**src/rtl/fetch_queue.sv**
```systemverilog
// Instruction fetch front end: sequential PC generator, 1-cycle ROM interface,
// and a small {instr, pc} FIFO presented to decode over valid/ready.
module fetch_queue #(
    parameter int unsigned      WIDTH    = 32,
    parameter int unsigned      DEPTH    = 4,
    parameter logic [WIDTH-1:0] RESET_PC = '0,
    parameter logic [31:0]      NOP      = 32'h0000_0013
) (
    input  logic                     clk,
    input  logic                     rst,
    input  logic                     redirect_en,
    input  logic [WIDTH-1:0]         redirect_pc,
    output logic                     imem_req,
    output logic [WIDTH-1:0]         imem_addr,
    input  logic [31:0]              imem_rdata,
    output logic                     out_valid,
    input  logic                     out_ready,
    output logic [31:0]              out_instr,
    output logic [WIDTH-1:0]         out_pc,
    output logic [$clog2(DEPTH):0]   occupancy
);
    localparam int unsigned PTR_W = $clog2(DEPTH);
    localparam int unsigned CNT_W = PTR_W + 1;
    localparam logic [CNT_W:0] DEPTH_W = (CNT_W + 1)'(DEPTH);

    logic [WIDTH-1:0] fetch_pc_q, fetch_pc_d;
    logic             inflight_valid_q, inflight_valid_d;
    logic [WIDTH-1:0] inflight_pc_q, inflight_pc_d;
    logic [PTR_W-1:0] rd_ptr_q, rd_ptr_d;
    logic [PTR_W-1:0] wr_ptr_q, wr_ptr_d;
    logic [CNT_W-1:0] count_q, count_d;

    logic [31:0]      instr_mem [DEPTH];
    logic [WIDTH-1:0] pc_mem    [DEPTH];

    logic [CNT_W:0]   pending;
    logic             push, pop;

    always_comb begin
        // NOTE: every signal gets a default before any branch so no latch can be inferred.
        pending   = {1'b0, count_q} + {{CNT_W{1'b0}}, inflight_valid_q};
        imem_req  = !rst && !redirect_en && (pending < DEPTH_W);
        imem_addr = fetch_pc_q;
        out_valid = (count_q != '0) && !redirect_en;
        out_instr = out_valid ? instr_mem[rd_ptr_q] : NOP;
        out_pc    = out_valid ? pc_mem[rd_ptr_q] : '0;
        occupancy = count_q;
        push      = !rst && inflight_valid_q && !redirect_en;
        pop       = !rst && out_valid && out_ready;
    end

    always_comb begin
        fetch_pc_d       = fetch_pc_q;
        inflight_valid_d = 1'b0;
        inflight_pc_d    = inflight_pc_q;
        rd_ptr_d         = rd_ptr_q;
        wr_ptr_d         = wr_ptr_q;
        count_d          = count_q;
        if (rst) begin
            fetch_pc_d = RESET_PC;
            rd_ptr_d   = '0;
            wr_ptr_d   = '0;
            count_d    = '0;
        end else if (redirect_en) begin
            // Wrong-path queue contents and the in-flight word are both dropped.
            fetch_pc_d = redirect_pc & ~WIDTH'(3);
            rd_ptr_d   = '0;
            wr_ptr_d   = '0;
            count_d    = '0;
        end else begin
            if (imem_req) begin
                inflight_valid_d = 1'b1;
                inflight_pc_d    = fetch_pc_q;
                fetch_pc_d       = fetch_pc_q + WIDTH'(4);
            end
            if (push) wr_ptr_d = wr_ptr_q + PTR_W'(1);
            if (pop)  rd_ptr_d = rd_ptr_q + PTR_W'(1);
            case ({push, pop})
                2'b10:   count_d = count_q + CNT_W'(1);
                2'b01:   count_d = count_q - CNT_W'(1);
                default: count_d = count_q;
            endcase
        end
    end

    always_ff @(posedge clk) begin
        // NOTE: sequential state uses non-blocking assignments so all flops update together.
        fetch_pc_q       <= fetch_pc_d;
        inflight_valid_q <= inflight_valid_d;
        inflight_pc_q    <= inflight_pc_d;
        rd_ptr_q         <= rd_ptr_d;
        wr_ptr_q         <= wr_ptr_d;
        count_q          <= count_d;
    end

    // NOTE: FIFO storage is not reset; count gates every read, so stale entries are never visible.
    always_ff @(posedge clk) begin
        if (push) begin
            instr_mem[wr_ptr_q] <= imem_rdata;
            pc_mem[wr_ptr_q]    <= inflight_pc_q;
        end
    end

endmodule

```
**config.mk**
```make
export PLATFORM = sky130hd
export DESIGN_NAME = fetch_queue
export DESIGN_NICKNAME = d
export VERILOG_FILES = /design/src/rtl/fetch_queue.sv
export SDC_FILE = /design/constraint.sdc
export NUM_CORES = 1
export LEC_CHECK = 0
export ABC_AREA = 1
export BUFFER_PORTS_ARGS = -buffer_cell sky130_fd_sc_hd__buf_2
export CAP_MARGIN = 20
export CORE_MARGIN = 2
export CORE_UTILIZATION = 45
export DETAILED_ROUTE_END_ITERATION = 10
export PLACE_DENSITY = 0.68
export SYNTH_ARGS = -nofsm -noshare
export SYNTH_HDL_FRONTEND = slang
export SYNTH_SLANG_ARGS = --single-unit
```
**constraint.sdc**
```tcl
create_clock -name clk -period 4.65 [get_ports clk]
set_clock_uncertainty 0.15 [all_clocks]
set_input_delay 0 -clock clk [delete_from_list [all_inputs] [get_ports clk]]
set_output_delay 0 -clock clk [all_outputs]
set_load 0.02 [all_outputs]
```
Yosys cells after proc, flatten, opt, wreduce, memory -nomap -nowiden
Memories as Yosys holds them, arrays and structs flattened. A register that Yosys moved wholly into a read port is not among the register bits.
Cells that the tools add are included.

cells by class
  $add $sub $neg = 6
  bitwise logic cells = 2
  reduce and logical (&&, ||, !) cells = 14
  equality and inequality tests = 2
  $lt $le $gt $ge = 1
  muxes and demuxes = 12

operators by type and width
  cell                                                                   count
  32-bit 2-to-1 mux                                                      4
  32-bit by 3-bit adder with 32-bit output (second input constant)       1
  2-bit 2-to-1 mux                                                       4
  1-bit logical AND                                                      7
  3-bit case mux with 2 select lines                                     1
  2-bit by 1-bit adder with 2-bit output (second input constant)         2
  3-bit by 1-bit adder with 4-bit output                                 1
  4-bit by 3-bit < comparator with 1-bit output (second input constant)  1
  2-bit nonzero test                                                     2
  3-bit by 1-bit adder with 3-bit output (second input constant)         1
  1-bit 2-to-1 mux                                                       3
  3-bit AND reduction                                                    1
  3-bit nonzero test                                                     1
  3-bit by 1-bit subtractor with 3-bit output (second input constant)    1
  2-bit by 1-bit == test with 1-bit output (second input constant)       1
  2-bit == test (second input constant)                                  1
  1-bit logical NOT                                                      2
  1-bit NOT                                                              2
  2-bit OR reduction                                                     1

storage, ports and cells
  output and inout bits = 101
  memories = 2
  memory bits (writable) = 256
  register bits = 72
  logic and storage cells = 46

memories
  memory     depth  bits a word  read ports  clocked after Yosys merged registers in  write ports  line  text
  instr_mem  4      32           1           1                                        1            33    logic [31:0] instr_mem [DEPTH];
  pc_mem     4      32           1           1                                        1            34    logic [WIDTH-1:0] pc_mem [DEPTH];

Longest topological paths before layout
Gate-level depths: netlist of run 1.

  depth after elaboration = 6
  gate-level depth with buffers = 11
  gate-level depth less buffers = 10

Worst setup path after synthesis of run 1
Ideal clock, no wire load.

  path type = register to register
  start = register wr_ptr_q[0]
  end = memory instr_mem[2][0], enable pin
  period minus slack after synthesis = 3789 ps
  buffers on the path = 0
  library setup time = 482 ps
  data arrival time = 3156 ps
  slack = 861 ps
  stages on the path, launching flop included = 5
  path through = dfxtp_1 -> inv_1 -> ha_1 -> inv_1 -> nor2_1

RTL lines
  item                    line  text
  start, declared         30    logic [PTR_W-1:0] wr_ptr_q, wr_ptr_d;
  start signal, assigned  92    wr_ptr_q <= wr_ptr_d;
  end, declared           33

No word-level cell before the write port.

==> flow_summary_export.csv, run 1 <==
group,metric,value,unit
critical_path,worstPathCellList,"clkinv_2, buf_4, nor2_1, nor2_1, o21ai_0, o311ai_0, buf_2",
critical_path,slowest_stage,"clkinv_2",
synth,yosys-top-cells-count,"nor2_1 (289), edfxtp_1 (278), o21ai_0 (141), nand2_1 (114), a21oi_1 (88)",
layout,nets,1521,
clock_network,clockRootBuffer,"clkbuf_16",
synth,synth_area_leaders,"edfxtp_1 (63%), nor2_1 (8.2%), dfxtp_1 (6.1%), o21ai_0 (5.4%), a21oi_1 (3.3%)",
critical_path,start_kind,"flip-flop",
timing,timing.slew.headroom,0.334,
pwr,switching_share,0.210,
critical_path,path_max_fanout,64,
clock_network,cts_resized,0,
pwr,p_switching,1.27,mW
pwr,clockPowerShare,0.421,
critical_path,crit_path_end_kind,"output pin",
synth,yosys.area.top_type,"edfxtp_1",
floorplan,top_level_ports,169,
floorplan,core-area,28800,um2
clock_network,cts_htree_levels,2,
routing,drt_pre_antenna_iters,5,
pwr,p_leak,6.11,nW
critical_path,max_stage_delay,0.70,ns
synth,synth_edf_count,278,
hold_path,min_path_type,"in -> reg",
timing,fmax,0.304,GHz
clock_network,ctsHoldBuffers,101,
synth,yosysMostFrequentCell,"nor2_1",
timing,slew_violations,0,
routing,drc,0,
global_routing,grt_pass1_vias,9130,
synth,yosysSeqAreaShare,0.695,
outcome,outcome,"finished clean",
timing,setup_viol,0,
layout,fillers,2349,
floorplan,die_w,175,um
routing,dr_total_vias,9404,
critical_path,cp.arrival,3.14,ns
floorplan,dieArea,30600,um2
clock_network,clk_pin_slew_worst_paths,0.06,ns
pwr,p_int,4.76,mW
global_routing,overflow,0,
routing,wire_per_inst,16.3,um
place,place_ws,1.87,ns
synth,yosysTopAreaCellShare,0.634,
timing,rsz0062_at_grt,"no",
pwr,comb_power_share,0.049,
critical_path,crit_top_cell,"nor2_1",
place,place_congestion,0.856,
clock_network,postCtsSetupBuffers,0,
place,hpwl,17.1,mm
clock_network,cts_sinks,318,
global_routing,grtUsageTotal,0.197,
pwr,vdd_drop_max,202,uV
clock_network,clk_path_buf_depth,3,
timing,tns,0,ns
floorplan,chipHeight,175,um
layout,antennaDiodeCount,0,
floorplan,start_util,0.457,
timing,min_period,3.29,ns
synth,yosysWarnings,0,
synth,synthesis.area,13200,um2
layout,syn2layout_area_growth,24.1,%
timing,worst_slack,1.36,ns
synth,synth_seq_cells,318,
global_routing,grt_max_degree,89,
timing,final_hold_viol_count,0,
pwr,powerDensity,369,nW/um2
global_routing,antenna_found_initial,0,
timing,finalCritPeriodShare,0.706,
synth,async_reset_ff_frac,0,
critical_path,critical_path_class,"reg -> out",
clock_network,cts_tree,"built",
layout,drive_gt1_frac,0.185,
place,io_buffers,162,
clock_network,cts_made_buffers,35,
routing,antenna_left,0,
timing,max_slew.worst_pin.slew,0.999,ns
synth,syn_avg_cell_area,11.0,um2
clock_network,clock_latency,0.50,ns
synth,postSynthCellCount,1193,
flow_run,cap_violations,0,
routing,via_per_inst,5.07,
critical_path,crit_required,4.50,ns
synth,ys_types,36,
floorplan,rows,62,
pwr,seqPwrFrac,0.531,
routing,drt-total-wl,30.2,mm
routing,drtIter0Drc,810,
global_routing,grt_pass1_wl,47.6,mm
synth,ys.flop_type,"edfxtp_1",
==> flip-flops by register name, summed over array words and instances (netlist names), named ones only <==
| name | flops |
|---|---|
| inflight_pc_q | 30 |
| imem_addr | 30 |
| occupancy | 3 |
| pc_mem | 120 |
| rd_ptr_q | 2 |
| wr_ptr_q | 2 |
| instr_mem | 128 |
| inflight_valid_q | 1 |
==> critical path: cells and delay by family (launching register included) <==
kind / cells / cell delay [ns]
AND/OR/NAND/NOR: 2 / 0.22
buffers and inverters: 3 / 1.49
flip-flops: 1 / 0.62
AO/OA/AOI/OAI: 2 / 0.25
==> cells by family (layout without fill, tap and decap cells) <==
group,after synthesis,in the layout,share of synthesized area
buffers and inverters,137,413,0.0463
and+or+nand+nor,463,463,0.143
other,1,4,0.000285
AOI/OAI and AO/OA,260,260,0.103
DFF,318,318,0.695
xor gates and xnor gates,7,7,0.00466
adders and majority gates,7,7,0.00722
==> layer usage <==
metal | global-route usage | wire (um)
met1 | 0.257 | 12900
met2 | 0.335 | 14500
met3 | 0.0376 | 2070
met4 | 0.0576 | 681
met5 | 0 | 0
==> cells in the final DEF (no fill, tap or decap), drive strengths merged <==
cell type	count
dfxtp	40
ha	6
clkinv	15
xor2	4
nor3	3
conb	4
clkbuf	48
and2	1
o21ai	161
a22oi	1
nand2	120
nor2	299
nand3	39
bufinv	1
and3	1
a31oi	4
o311ai	3
fa	1
a21oi	91
dlygate4sd3	101
xnor2	3
buf	174
edfxtp	278
inv	74
==> power groups by stage <==
stage	Clock, mW	Sequential (mW)	Combinational [mW]
after floorplan	0	3.26	0.119
after global placement	0	3.26	0.216
after detailed placement	0	3.26	0.222
after CTS	2.58	3.20	0.291
after global routing	2.70	3.20	0.324
final	2.54	3.20	0.294
==> per-stage QoR <==
step / cell area, um2 / total power, mW / util / std cells / hold slack (ns)
5_1_grt: 16300 / 6.23 / 0.568 / 1856 / 0.0837
6_report: 16300 / 6.03 / 0.568 / 1856 / 0.0897
2_1_floorplan: 13200 / 3.38 / - / 1196 / -0.0511
4_1_cts: 16300 / 6.07 / 0.568 / 1856 / 0.0712
3_5_place_dp: 14300 / 3.48 / 0.496 / 1692 / 0.0679
3_3_place_gp: 14300 / 3.47 / 0.496 / 1692 / 0.0629
==> cell type report <==
cell class                      instances  area, um2  share of cell area
Clock inverter                         15        108             0.00659
Clock buffer                           48        946              0.0579
Timing Repair Buffer                  275       1910               0.117
Multi-Input combinational cell        741       3450               0.211
Tap cell                              384        480              0.0294
Sequential cell                       318       9150               0.560
Inverter                               75        288              0.0176
==> path summary, 6_finish.rpt <==
kind	start	cells after the start	end	slack, ns
max reg2reg	imem_addr[2]$_SDFFE_PP0P_	8	imem_addr[4]$_SDFFE_PP0P_	2.13
min	imem_rdata[8]	2	instr_mem[0][8]$_DFFE_PP_	0.09
max	flip-flop	7	out_instr[4]	1.36
min reg2reg	rd_ptr_q[0]$_SDFFE_PN0P_	1	rd_ptr_q[0]$_SDFFE_PN0P_	0.33
Power figures use the tool's default switching activity.
==> inputs of run 2 (changes only) <==
--- a/config.mk
+++ b/config.mk
@@ -5,13 +5,13 @@
 export SDC_FILE = /design/constraint.sdc
 export NUM_CORES = 1
 export LEC_CHECK = 0
-export ABC_AREA = 1
+export ABC_AREA = 0
 export BUFFER_PORTS_ARGS = -buffer_cell sky130_fd_sc_hd__buf_2
 export CAP_MARGIN = 20
 export CORE_MARGIN = 2
 export CORE_UTILIZATION = 45
 export DETAILED_ROUTE_END_ITERATION = 10
-export PLACE_DENSITY = 0.68
+export PLACE_DENSITY = 0.7
 export SYNTH_ARGS = -nofsm -noshare
 export SYNTH_HDL_FRONTEND = slang
 export SYNTH_SLANG_ARGS = --single-unit
==> constraint.sdc (replaced) <==
create_clock -name clk -period 2.65 [get_ports clk]
set_clock_uncertainty 0.15 [all_clocks]
set_input_delay 0 -clock clk [delete_from_list [all_inputs] [get_ports clk]]
set_output_delay 0 -clock clk [all_outputs]
set_load 0.02 [all_outputs]
==> run 2 against run 1 <==
Effect of this change:
- clock-buffer cell count is 6 lower
- wire length is 4.7% lower
- utilization is 1.2 points higher
- sequential power is 75% higher
- die area is 4.0% lower
- register-to-register slack worse by 2.0 ns
- hold slack worse by 0.034 ns
- area after synthesis is 4.1% lower
- via count is 19% lower
- non-clock buffer count is 9 higher
- sequential cell count stayed put
- critical endpoint is now imem_addr[16]$_SDFFE_PP0P_
- largest power group unchanged
==> flow_summary_export.csv, run 2 <==
group,metric,value,unit
critical_path,cp.arrival,2.82,ns
global_routing,antenna_found_initial,0,
routing,dr_total_vias,7614,
synth,ys_types,51,
synth,yosys-top-cells-count,"edfxtp_1 (278), and3_1 (68), mux4_2 (62), dfxtp_1 (40), clkbuf_1 (35)",
clock_network,postCtsSetupBuffers,0,
layout,syn2layout_area_growth,27.2,%
clock_network,clock_latency,0.55,ns
synth,synth_area_leaders,"edfxtp_1 (66%), mux4_2 (11%), dfxtp_1 (6.3%), and3_1 (3.4%), or4_1 (1.1%)",
timing,timing.hold.ws,0.0557,ns
flow_run,cap_violations,0,
global_routing,grt_max_degree,63,
synth,yosys.area.top_type,"edfxtp_1",
floorplan,die_w,172,um
clock_network,clk_pin_slew_worst_paths,0.06,ns
critical_path,crit_required,2.94,ns
layout,drive_gt1_frac,0.322,
routing,drt-total-wl,28.8,mm
synth,synth_edf_count,278,
layout,largest_register_ff_count,128,
clock_network,cts_made_buffers,31,
layout,stdcell_area,16100,um2
timing,setup_viol,0,
timing,timing.slew.headroom,0.642,
place,place_ws,0.247,ns
timing,tns,0,ns
routing,wire_per_inst,20.6,um
synth,ys.flop_type,"edfxtp_1",
synth,yosysSeqAreaShare,0.725,
critical_path,path_max_fanout,9,
layout,regMostFlops,"instr_mem",
timing,final_hold_viol_count,0,
clock_network,cts_tree,"built",
routing,via_per_inst,5.45,
clock_network,cts_sinks,318,
pwr,p_leak,5.84,nW
synth,postSynthCellCount,725,
synth,yosysWarnings,0,
global_routing,grt_pass1_wl,43.7,mm
routing,drt_pre_antenna_iters,4,
global_routing,grt_pass1_vias,7744,
place,io_buffers,162,
timing,slew_violations,0,
routing,antenna_left,0,
critical_path,worstPathCellList,"nand4_2, buf_4, or4_1, o21ai_0, a221oi_1, dlygate4sd3_1",
synth,yosysMostFrequentCell,"edfxtp_1",
layout,layoutNonFillerInstCount,1398,
clock_network,cts_htree_levels,1,
timing,finalCritPeriodShare,0.956,
synth,yosysTopAreaCellShare,0.661,
synth,synth_seq_cells,318,
synth,async_reset_ff_frac,0,
floorplan,dieArea,29400,um2
critical_path,start_kind,"flip-flop",
floorplan,rows,61,
outcome,outcome,"finished clean",
place,place_area,14100,um2
critical_path,regToRegSetupSlack,0.12,ns
clock_network,clockRootBuffer,"clkbuf_16",
timing,min_period,2.53,ns
place,place_congestion,0.838,
critical_path,slowest_stage,"dlygate4sd3_1",
timing,rsz0062_at_grt,"no",
pwr,total_power,10.6,mW
place,hpwl,17.5,mm
pwr,vdd_drop_max,431,uV
critical_path,critical_path_class,"reg -> reg",
layout,nets,1070,
synth,syn_avg_cell_area,17.4,um2
hold_path,min_path_type,"in -> reg",
place,place_inst,1250,
timing,worst_slack,0.117,ns
timing,fmax,0.395,GHz
timing,max_slew.worst_pin.slew,0.537,ns
layout,mostFrequentLayoutCells,"edfxtp_1 (278), buf_2 (162), dlygate4sd3_1 (90), and3_1 (64), mux4_2 (62)",
critical_path,crit_family,"buffers and inverters",
layout,final_common_cell,"edfxtp_1",
layout,antennaDiodeCount,0,
routing,drtIter0Drc,567,
floorplan,top_level_ports,169,
global_routing,grtUsageTotal,0.196,
critical_path,crit_path_end_kind,"flip-flop",
floorplan,chipHeight,172,um
floorplan,start_util,0.456,
critical_path,crit_buf_inv,2,
global_routing,overflow,0,
floorplan,core-area,27700,um2
layout,largestRegisters,"instr_mem (128), pc_mem (120)",
critical_path,max_stage_delay,0.58,ns
layout,final_core_util,0.580,
pwr,powerDensity,661,nW/um2
synth,synthesis.area,12600,um2
routing,drc,0,
clock_network,clk_path_buf_depth,3,
-- run 2: per-layer routing --
metal  global-route usage  vias to the layer above  routed length (um)
li1                     -                     3469                   -
met1                0.254                     3876               11800
met2                0.337                      222               14600
met3               0.0368                       47                1720
met4               0.0571                        0                 675
met5                    0                        -                   0
-- run 2: what timing repair did --
item	CTS	global route
hold endpoints to repair	165	0
hold buffers	90	0
gates resized for setup	0	9
setup endpoints to repair	0	7
-- run 2: kinds of logic (layout without fill, tap and decap cells) --
| logic type | count (synthesis) | in the layout | share of synthesized area |
|---|---|---|---|
| flops | 318 | 318 | 0.725 |
| simple gates | 196 | 196 | 0.0900 |
| buf+inv | 66 | 358 | 0.0221 |
| mux | 63 | 63 | 0.111 |
| compound gates | 62 | 62 | 0.0359 |
| xor+xnor | 12 | 12 | 0.00832 |
| fa+ha+maj | 7 | 7 | 0.00753 |
| other cells | 1 | 4 | 0.000297 |
-- run 2: layout make-up --
type	instances	area (um2)
Clock inverter	16	196
Inverter	16	62.6
Tap cell	378	473
Sequential cell	318	9160
Clock buffer	42	867
Fill cell	2082	11600
Timing Repair Buffer	284	2060
Multi-Input combinational cell	344	3240
-- run 2: where the power goes --
group          total [mW]  internal (mW)  switching, mW
Clock                4.50           2.69           1.82
Sequential           5.61           5.52         0.0816
Combinational       0.505          0.235          0.270
Total                10.6           8.45           2.17
-- run 2: path summary, 6_finish.rpt --
path | from | cells after the start | end
setup reg to reg | imem_addr[11]$_SDFFE_PP0P_ | 6 | imem_addr[16]$_SDFFE_PP0P_
setup / recovery | imem_addr[11]$_SDFFE_PP0P_ | 6 | imem_addr[16]$_SDFFE_PP0P_
hold reg to reg | inflight_pc_q[8]$_DFFE_PP_ | 0 | pc_mem[2][8]$_DFFE_PP_
hold / removal | imem_rdata[16] | 2 | instr_mem[2][16]$_DFFE_PP_
-- run 2: worst register-to-register path: cells and delay by family (launching register included) --
family,cells,cell delay (ns)
DFF,1,0.45
and+or+nand+nor,2,0.72
AOI/OAI and AO/OA,2,0.33
buffers and inverters,2,0.77
==> inputs of run 3 (changes only) <==
--- a/config.mk
+++ b/config.mk
@@ -8,6 +8,7 @@
 export ABC_AREA = 0
 export BUFFER_PORTS_ARGS = -buffer_cell sky130_fd_sc_hd__buf_2
 export CAP_MARGIN = 20
+export CORE_ASPECT_RATIO = 1.4
 export CORE_MARGIN = 2
 export CORE_UTILIZATION = 45
 export DETAILED_ROUTE_END_ITERATION = 10
==> run 3 against run 2 <==
Effect of this change:
- via count shrank 0.11%
- utilization grew 0.30 points
- sequential cell count is the same
- critical path depth is the same
- sequential share of layout area shrank 0.19 points
- global-route usage shrank 0.56 points
- die area is essentially flat
- hold slack lost 0.0050 ns
- clock-buffer cell count shrank 1
- register-to-register slack is essentially flat
- largest cell class unchanged
- largest power group unchanged
==> flow_summary_export.csv, run 3 (synthesis gave the netlist of run 2 again) <==
group,metric,value,unit
clock_network,cts_tree,"built",
layout,final_common_cell,"edfxtp_1",
layout,antennaDiodeCount,0,
outcome,outcome,"finished clean",
place,place_congestion,0.853,
pwr,p_leak,5.85,nW
pwr,powerDensity,659,nW/um2
layout,syn2layout_area_growth,27.6,%
routing,via_per_inst,5.47,
timing,min_period,2.54,ns
floorplan,dieArea,29400,um2
floorplan,start_util,0.457,
routing,antenna_left,0,
timing,slew_violations,0,
routing,wire_per_inst,20.1,um
pwr,vdd_drop_max,425,uV
clock_network,cts_htree_levels,1,
critical_path,start_kind,"flip-flop",
floorplan,chipHeight,202,um
critical_path,crit_required,2.94,ns
timing,max_slew.worst_pin.slew,0.649,ns
place,hpwl,17.0,mm
clock_network,cts_made_buffers,30,
layout,drive_gt1_frac,0.319,
timing,timing.slew.headroom,0.567,
timing,tns,0,ns
routing,drc,0,
global_routing,grtUsageTotal,0.190,
hold_path,hold_start,"imem_rdata[15]",
global_routing,antenna_found_initial,0,
timing,finalCritPeriodShare,0.958,
layout,regMostFlops,"instr_mem",
clock_network,cts_sinks,318,
layout,layoutNonFillerInstCount,1391,
critical_path,crit_start,"imem_addr[11]$_SDFFE_PP0P_",
floorplan,top_level_ports,169,
routing,wl_met1,11.4,mm
clock_network,clk_path_buf_depth,3,
routing,drt_pre_antenna_iters,4,
global_routing,grt_pass1_wl,43.8,mm
layout,final_core_util,0.583,
floorplan,core-area,27700,um2
routing,wl_met2,14.4,mm
global_routing,grt_pass1_vias,7878,
place,io_buffers,162,
layout,mostFrequentLayoutCells,"edfxtp_1 (278), buf_2 (162), dlygate4sd3_1 (91), and3_1 (64), mux4_2 (62)",
timing,rsz0062_at_grt,"no",
floorplan,rows,72,
critical_path,critical_path_class,"reg -> reg",
timing,fmax,0.394,GHz
timing,final_hold_viol_count,0,
clock_network,clock_latency,0.56,ns
layout,largest_register_ff_count,128,
flow_run,cap_violations,0,
clock_network,clk_pin_slew_worst_paths,0.06,ns
routing,drtIter0Drc,503,
timing,setup_viol,0,
floorplan,die_w,146,um
critical_path,cp.arrival,2.83,ns
layout,largestRegisters,"instr_mem (128), pc_mem (120)",
global_routing,grt_max_degree,62,
routing,routed.top_layer,"met4",
clock_network,clockRootBuffer,"clkbuf_16",
routing,drt-total-wl,28.0,mm
routing,dr_total_vias,7606,
layout,nets,1072,
place,place_inst,1241,
critical_path,r2r-start,"imem_addr[11]$_SDFFE_PP0P_",
critical_path,path_max_fanout,9,
hold_path,min_path_type,"in -> reg",
pwr,total_power,10.6,mW
critical_path,crit_path_end_kind,"flip-flop",
routing,met3WireLength,1.59,mm
global_routing,overflow,0,
## run 3: cell types whose count changed in the layout (fill, tap and decap cells not counted), sizes merged
cell	change
bufinv	+1
clkinv	-4
buf	+2
clkbuf	-1
dlygate4sd3	+1
clkinvlp	+2
## run 3: stage by stage
stage	setup WS (ns)	hold slack, ns	area [um2]
final	0.112	0.0508	16100
after global routing	0.0178	0.0406	16100
after CTS	0.0509	0.0184	16100
after detailed placement	0.295	0.0659	14100
after global placement	0.341	0.0630	14100
after floorplan	0.0359	-0.0511	12600
## run 3: worst paths after layout
path                                endpoint  slack, ns  cells after the start
hold / removal    instr_mem[2][15]$_DFFE_PP_       0.05                      2
setup reg to reg  imem_addr[16]$_SDFFE_PP0P_       0.11                      6
setup / recovery  imem_addr[16]$_SDFFE_PP0P_       0.11                      6
hold reg to reg      pc_mem[3][17]$_DFFE_PP_       0.35                      0
## run 3: final cells by class
type | instances | area [um2]
clock buffers | 41 | 843
clock inverters | 15 | 213
fillers | 2064 | 11500
inverters | 16 | 60.1
multi-input cells | 344 | 3240
flip-flops and latches | 318 | 9160
well taps | 370 | 463
repair buffers | 287 | 2130
## run 3: power by group
part / switching (mW) / leakage, nW / total [mW] / internal [mW]
registers: 0.0881 / 2.86 / 5.61 / 5.52
logic: 0.252 / 2.49 / 0.485 / 0.233
clock network: 1.80 / 0.507 / 4.52 / 2.72
## run 3: worst max-delay path: stages, from the launching register on
cell	delay [ns]
dfxtp_1	0.44
nand4_2	0.17
buf_4	0.20
or4_1	0.59
o21ai_0	0.19
a221oi_1	0.09
dlygate4sd3_1	0.58
## run 3: per-layer routing
metal / vias to the layer above / global-route usage
met2: 289 / 0.338
met4: 0 / 0.0585
li1: 3477 / -
met3: 44 / 0.0312
met5: - / 0
met1: 3796 / 0.240
## run 3: timing repair
item                                   CTS  global route
endpoints found under the hold margin  165             0
setup endpoints to repair                3             8
hold buffers                            91             0
setup buffers                            0             3
gates resized for setup                  1             6
